$ cat src/rtl/fbuf_write_arbiter.sv
// Framebuffer write-port arbiter: round-robin sharing of one write port
// between the CPU store port and the graphics engine, plus a fill engine
// that takes the port exclusively and writes every word with one colour.
module fbuf_write_arbiter #(
   parameter int ADDR_W   = 12,
   parameter int DATA_W   = 4,
   parameter int FILL_LEN = 4096
) (
   input  logic              clk,
   input  logic              rst,
   input  logic              cpu_valid,
   output logic              cpu_ready,
   input  logic [ADDR_W-1:0] cpu_addr,
   input  logic [DATA_W-1:0] cpu_data,
   input  logic              gfx_valid,
   output logic              gfx_ready,
   input  logic [ADDR_W-1:0] gfx_addr,
   input  logic [DATA_W-1:0] gfx_data,
   input  logic              fill_start,
   input  logic [DATA_W-1:0] fill_color,
   output logic              fill_busy,
   output logic              fill_done,
   output logic              fb_we,
   output logic [ADDR_W-1:0] fb_waddr,
   output logic [DATA_W-1:0] fb_din
);

   // Counter holds 0..FILL_LEN inclusive so the terminal value is representable.
   localparam int CNT_W = $clog2(FILL_LEN) + 1;

   localparam logic [0:0] ST_ARB  = 1'b0;
   localparam logic [0:0] ST_FILL = 1'b1;

   localparam logic RR_CPU = 1'b0;
   localparam logic RR_GFX = 1'b1;

   logic [0:0]        state_q,     state_d;
   logic              rr_last_q,   rr_last_d;
   logic [CNT_W-1:0]  cnt_q,       cnt_d;
   logic [DATA_W-1:0] color_q,     color_d;
   logic              fb_we_q,     fb_we_d;
   logic [ADDR_W-1:0] fb_waddr_q,  fb_waddr_d;
   logic [DATA_W-1:0] fb_din_q,    fb_din_d;
   logic              fill_done_q, fill_done_d;

   logic              cpu_grant;
   logic              gfx_grant;

   // Grant decision: a fill request or reset blocks both clients; when both
   // ask, the client that did not win the last transfer goes first.
   always_comb begin
      cpu_grant = 1'b0;
      gfx_grant = 1'b0;
      if (!rst && (state_q == ST_ARB) && !fill_start) begin
         if (cpu_valid && gfx_valid) begin
            if (rr_last_q == RR_GFX) begin
               cpu_grant = 1'b1;
            end else begin
               gfx_grant = 1'b1;
            end
         end else begin
            cpu_grant = cpu_valid;
            gfx_grant = gfx_valid;
         end
      end
   end

   // Next-state logic: the fill_start cycle already issues fill word 0, so
   // the port shows exactly FILL_LEN fill writes while fill_busy is high.
   always_comb begin
      state_d     = state_q;
      rr_last_d   = rr_last_q;
      cnt_d       = cnt_q;
      color_d     = color_q;
      fb_we_d     = 1'b0;
      fb_waddr_d  = fb_waddr_q;
      fb_din_d    = fb_din_q;
      fill_done_d = 1'b0;

      if (state_q == ST_ARB) begin
         if (fill_start) begin
            state_d    = ST_FILL;
            color_d    = fill_color;
            cnt_d      = CNT_W'(1);
            fb_we_d    = 1'b1;
            fb_waddr_d = '0;
            fb_din_d   = fill_color;
         end else if (cpu_grant) begin
            fb_we_d    = 1'b1;
            fb_waddr_d = cpu_addr;
            fb_din_d   = cpu_data;
            rr_last_d  = RR_CPU;
         end else if (gfx_grant) begin
            fb_we_d    = 1'b1;
            fb_waddr_d = gfx_addr;
            fb_din_d   = gfx_data;
            rr_last_d  = RR_GFX;
         end
      end else begin
         // fill_start is deliberately ignored here: no restart, colour kept.
         if (cnt_q < CNT_W'(FILL_LEN)) begin
            fb_we_d    = 1'b1;
            fb_waddr_d = ADDR_W'(cnt_q);
            fb_din_d   = color_q;
            cnt_d      = cnt_q + CNT_W'(1);
         end else begin
            state_d     = ST_ARB;
            cnt_d       = '0;
            fill_done_d = 1'b1;
         end
      end
   end

   // State and output registers; reset also aborts any fill in progress.
   always_ff @(posedge clk or posedge rst) begin
      if (rst) begin
         state_q     <= ST_ARB;
         rr_last_q   <= RR_GFX;
         cnt_q       <= '0;
         color_q     <= '0;
         fb_we_q     <= 1'b0;
         fb_waddr_q  <= '0;
         fb_din_q    <= '0;
         fill_done_q <= 1'b0;
      end else begin
         state_q     <= state_d;
         rr_last_q   <= rr_last_d;
         cnt_q       <= cnt_d;
         color_q     <= color_d;
         fb_we_q     <= fb_we_d;
         fb_waddr_q  <= fb_waddr_d;
         fb_din_q    <= fb_din_d;
         fill_done_q <= fill_done_d;
      end
   end

   assign cpu_ready = cpu_grant;
   assign gfx_ready = gfx_grant;
   assign fill_busy = (state_q == ST_FILL);
   assign fill_done = fill_done_q;
   assign fb_we     = fb_we_q;
   assign fb_waddr  = fb_waddr_q;
   assign fb_din    = fb_din_q;

endmodule
$ cat config.mk
export PLATFORM = sky130hd
export DESIGN_NAME = fbuf_write_arbiter
export DESIGN_NICKNAME = d
export VERILOG_FILES = /design/src/rtl/fbuf_write_arbiter.sv
export SDC_FILE = /design/constraint.sdc
export NUM_CORES = 1
export LEC_CHECK = 0
export BUFFER_PORTS_ARGS = -buffer_cell sky130_fd_sc_hd__clkbuf_2
export CAP_MARGIN = 25
export CORE_ASPECT_RATIO = 1.75
export CORE_MARGIN = 4
export CORE_UTILIZATION = 46
export DETAILED_ROUTE_END_ITERATION = 10
export HOLD_SLACK_MARGIN = 0.06
export PLACE_DENSITY = 0.88
export SLEW_MARGIN = 15
export SYNTH_ARGS = -nofsm -noshare
export SYNTH_HDL_FRONTEND = slang
export SYNTH_SLANG_ARGS = --single-unit
$ cat constraint.sdc
create_clock -name clk -period 1.6 [get_ports clk]
set_input_delay 0.16 -clock clk [delete_from_list [all_inputs] [get_ports clk]]
set_output_delay 0.16 -clock clk [all_outputs]
set_load 0.01 [all_outputs]
---- After elaboration in Yosys (flattened, before gate mapping) ----
Cells that the tools add are included.
storage, ports and cells
  bits in registers ....................... 37
  output and inout bits ................... 21
  word-level logic and storage cells ...... 54
operators by class
  add/subtract/negate cells ............... 1
  $lt $le $gt $ge ......................... 1
  equality and inequality tests ........... 1
  mux-type cells .......................... 30
  bitwise operators ....................... 2
  reductions and logical operators ........ 11
operator list
  kind                                                             number
  12-bit 2-to-1 mux                                                5
  13-bit 2-to-1 mux                                                3
  4-bit 2-to-1 mux                                                 5
  1-bit 2-to-1 mux                                                 17
  13-bit by 1-bit adder with 13-bit output, second input constant  1
  13-bit less-than comparator, second input constant               1
  2-bit AND reduction                                              2
  2-bit nonzero test                                               2
  4-bit nonzero test                                               1
  1-bit logical AND                                                3
  3-bit AND reduction                                              1
  1-bit logical NOT                                                2
  2-bit by 1-bit != test with 1-bit output, second input constant  1
  1-bit inverter                                                   2

---- Logic depth before layout (Yosys ltp) ----
  depth after elaboration ................. 8
  depth in mapped cells ................... 6
  depth with buffers taken out ............ 5

---- Least setup slack after synthesis ----
Ideal clock, no wire load.
  kind .................................... input to register
  start ................................... input rst
  end ..................................... register fb_waddr_q[0] (netlist: fb_waddr[0])
  setup time .............................. 126 ps
  arrival time ............................ 2,002 ps
  data required time ...................... 1,474 ps
  slack ................................... -528 ps
  stages on the path ...................... 5
  buffers on the path ..................... 1
  cell sequence ........................... inv_1 -> o211ai_4 -> buf_6 -> mux2_2 -> a221o_1
between the ends
  word-level cells in the longest chain between the ends .. 7
RTL lines
  item                                    line  RTL
  from (decl)                             10    input logic rst,
  1-bit logical NOT (no source line) (*)  --
  1-bit logical AND (*) (2 in a row)      54    if (!rst && (state_q == ST_ARB) && !fill_start) begin
  1-bit 2-to-1 mux                        54
  12-bit 2-to-1 mux                       88    end else if (cpu_grant) begin
  12-bit 2-to-1 mux                       81    if (fill_start) begin
  12-bit 2-to-1 mux                       80    if (state_q == ST_ARB) begin
  to (signal assigned)                    131   fb_waddr_q <= fb_waddr_d;
  to (decl)                               42    logic [ADDR_W-1:0] fb_waddr_q, fb_waddr_d;
Mark *: on every way between the ends. The rest lies on a longest branch, timed or not.
A chain may end at the register's enable or synchronous reset.

---- Worst setup path after layout ----
  start ................................... register state_q (netlist: fill_busy)
  end ..................................... register fb_waddr_q[5] (netlist: fb_waddr[5])
between the ends
  word-level cells in the longest chain between the ends .. 7
RTL lines
  item                             line  RTL
  from (decl)                      37    logic [0:0] state_q, state_d;
  from (signal assigned)           126   state_q <= state_d;
  1-bit inverter (no source line)  --
  1-bit logical AND (2 in a row)   54
  1-bit 2-to-1 mux                 54
  12-bit 2-to-1 mux                88
  12-bit 2-to-1 mux                81
  12-bit 2-to-1 mux                80
Parallel ways exist; a longest one is shown, timed or not.

==> impl_metrics.env <==
export IMPL_gp_congestion=0.845
export IMPL_hp_start="fill_color[3]"
export IMPL_syn_to_final_growth_pct=40.0
export IMPL_multi_input_area_um2=1060
export IMPL_end_kind="flip-flop"
export IMPL_hold_class="in2reg"
export IMPL_regToRegSetupSlack_ps=-10
export IMPL_avgSynthCellArea_um2=10.1
export IMPL_relSlewSlack_pct=67.2
export IMPL_grt_use_total_pct=20.6
export IMPL_grt_pass1_vias=1931
export IMPL_drt_total_wl_um=5600
export IMPL_drt_iter0_drc=88
export IMPL_io_pins=62
export IMPL_antenna_cells=0
export IMPL_async_flop_share_pct=100
export IMPL_fp_dieArea_um2=5440
export IMPL_fin_ws_ps=-14.8
export IMPL_cts_tree="done"
export IMPL_report_final_slew_viol_count=0
export IMPL_period_minus_slack_ps=1610
export IMPL_n_fill_cell=308
export IMPL_slowest_delay_ps=400
export IMPL_crit_chain="buf_6, or2b_4, o311a_4, inv_6, and3_4, a221o_2"
export IMPL_regToRegEndpoint="fb_waddr[5]"
export IMPL_seqCellArea_um2=927
export IMPL_firstDrtPassIters=4
export IMPL_tightest_slew_ps=492
export IMPL_critPathSlowestCell="dfrtp_1"
export IMPL_yosys_area_top_type="dfrtp_1"
export IMPL_synth_top_area_share_pct=45.7
export IMPL_grt_setup_unrepaired="true"
export IMPL_p_seq_share_pct=46.1
export IMPL_peakVddDrop_uv=707
export IMPL_synth_area_leaders="dfrtp_1, nand2_1, mux2_2"
export IMPL_grt_max_degree=38
export IMPL_grt_pass1_wl_um=8690
export IMPL_layout_drive_gt1_share_pct=50.0
export IMPL_rr_startpoint="fill_busy"
export IMPL_switching_power_uw=440
export IMPL_place_ws_ps=-5.61
export IMPL_yosysSeqAreaShare_pct=47.0
export IMPL_dp_hpwl_um=3730
export IMPL_outcome="finished with violations"
export IMPL_worstSetupPathType="reg2reg"
export IMPL_nets=323
export IMPL_overflow=0
export IMPL_switching_share_pct=20.8
export IMPL_violations="setup timing"
export IMPL_row_count=31
export IMPL_drv_cap=0
export IMPL_finClkSkew_ps=8.28
export IMPL_fin_crit_sh_pct=101
export IMPL_p_leak_uw=0.00129
export IMPL_die_h_um=94.6
export IMPL_start_util_pct=47.5
export IMPL_synth_edf_count=0
export IMPL_max_freq_mhz=619
export IMPL_reg2reg_depth=6
export IMPL_synth_seq_cells=37
export IMPL_synth_area_um2=1970
export IMPL_ys_types=46
export IMPL_antenna_found_initial=0
export IMPL_pwr_share_comb_pct=8.7
export IMPL_clk_pin_slew_worst_paths_ps=80
export IMPL_die_w_um=57.5
export IMPL_routed_via_count=1889
export IMPL_htree_num_levels=2
export IMPL_syn_nets=238
export IMPL_coreArea_um2=4150
export IMPL_hold_viol=0
export IMPL_crit_required_ps=1780
export IMPL_final_area_um2=2760
export IMPL_cp_arrival_ps=1790
export IMPL_yosys_warnings=0
export IMPL_whs_path_depth=3
export IMPL_cts_root_buf="clkbuf_8"
export IMPL_syn_inst=196
export IMPL_numCtsBuffers=5
export IMPL_clk_latency_ps=290
export IMPL_clock_sinks=37
export IMPL_crit_fanout=10
export IMPL_route_detailed_drc=0
export IMPL_ant_nets=0
export IMPL_clock_power_share_pct=45.2
export IMPL_vias_per_cell=5.71
export IMPL_setup_viol=5
export IMPL_critPathLaunchType="flip-flop"
export IMPL_post_drt_wl_per_cell_um=16.9
export IMPL_placed_area_um2=2430
export IMPL_portBuffers=61
export IMPL_hold_path_endpoint="color_q[3]"
export IMPL_p_per_area_nw_per_um2=764
export IMPL_synth_top_flop_cell="dfrtp_1"
export IMPL_p_int_uw=1670
export IMPL_clk_path_buf_depth=2
kinds of logic (layout without fill, tap and decap cells):
| family | after synthesis | in the layout | synth area share (%) |
|---|---|---|---|
| compound gates | 48 | 48 | 19.2 |
| buf+inv | 15 | 101 | 4.69 |
| fa+ha+maj | 1 | 1 | 0.634 |
| mux | 16 | 16 | 8.88 |
| simple gates | 79 | 79 | 19.5 |
| flops | 37 | 37 | 47.0 |
sequential cells by signal (all words and copies together) (netlist names):
register	cells
fill_busy	1
fill_done	1
color_q	4
fb_waddr	12
fb_din	4
rr_last_q	1
cnt_q	13
fb_we	1
stage by stage:
step	power (uW)	hold slack (ps)	setup TNS, ps	util [%]	instances
after floorplan	1070	135	-2810	-	196
after global placement	1150	375	0	58.6	313
after detailed placement	1150	385	-16.3	58.6	313
after CTS	2110	82.9	-45.2	64.1	326
after global routing	2190	102	-555	66.5	331
final	2110	85.3	-42.7	66.5	331
power groups by stage:
stage	Sequential, uW	Clock, uW	Combinational, uW
after floorplan	988	0	80.9
final	972	954	183
after global routing	974	1020	202
after global placement	988	0	162
after detailed placement	989	0	165
after CTS	971	972	170
cell usage after synthesis, types with 3 or more instances:
| cell | instances |
|---|---|
| o21ai_0 | 11 |
| inv_1 | 3 |
| o211ai_1 | 3 |
| buf_2 | 3 |
| nand2_1 | 42 |
| buf_6 | 4 |
| clkbuf_1 | 4 |
| mux2i_1 | 4 |
| mux2_2 | 12 |
| dfrtp_1 | 36 |
| a21oi_1 | 4 |
| and3_1 | 10 |
| a41oi_1 | 3 |
| nor2_1 | 8 |
| a31oi_1 | 4 |
| a221o_1 | 6 |
| nand3_1 | 3 |
worst max-delay path by stage:
stage               startpoint          end  slack, ps  depth (start not counted)
detailed placement   fill_busy  fb_waddr[5]         -6                          5
global route         fill_busy    gfx_ready        -80                          6
floorplan                  rst  fb_waddr[0]       -330                          5
finish               fill_busy  fb_waddr[5]        -10                          6
global placement     rr_last_q    fb_din[1]         40                          4
CTS                  fill_busy    gfx_ready        -40                          6
cell usage in the layout (no fill, tap or decap), types with 3 or more instances in the layout:
master    instances
a21oi_1           3
a221o_1           6
a31oi_1           4
a41oi_2           3
and3_1            3
and3_4            9
buf_4            23
buf_6             3
clkbuf_2         59
clkbuf_8          5
dfrtp_1          36
mux2_2           11
mux2i_1           4
nand2_1          40
nor2_1            6
nor2_4            3
o211ai_1          3
o21ai_0          11
repair_timing:
item,CTS,global route
gates resized for setup,16,15
pin swaps,4,7
hold buffers,0,0
setup buffers,5,5
gates cloned,0,0
setup endpoints to repair,8,20
per-layer routing:
metal  vias to the layer above  wire length [um]  GRT usage [%]
li1                        888                 -              -
met4                         0               146           10.8
met2                        72              3080           37.2
met5                         -                 0              0
met1                       915              2080           21.3
met3                        14               292           4.92
critical path, delay by kind of cell (launching register included):
kind | cells | cell delay (ps)
flops | 1 | 400
compound gates | 2 | 540
buf+inv | 2 | 200
simple gates | 2 | 370
cell type report:
| class | count | area share, % |
|---|---|---|
| multi-input combinational | 144 | 38.5 |
| inverter | 4 | 0.861 |
| tap | 49 | 2.22 |
| clock inverter | 3 | 2.36 |
| timing repair buffer | 89 | 20.0 |
| sequential | 37 | 33.6 |
| clock buffer | 5 | 2.49 |
(Power assumes the default switching activity.)
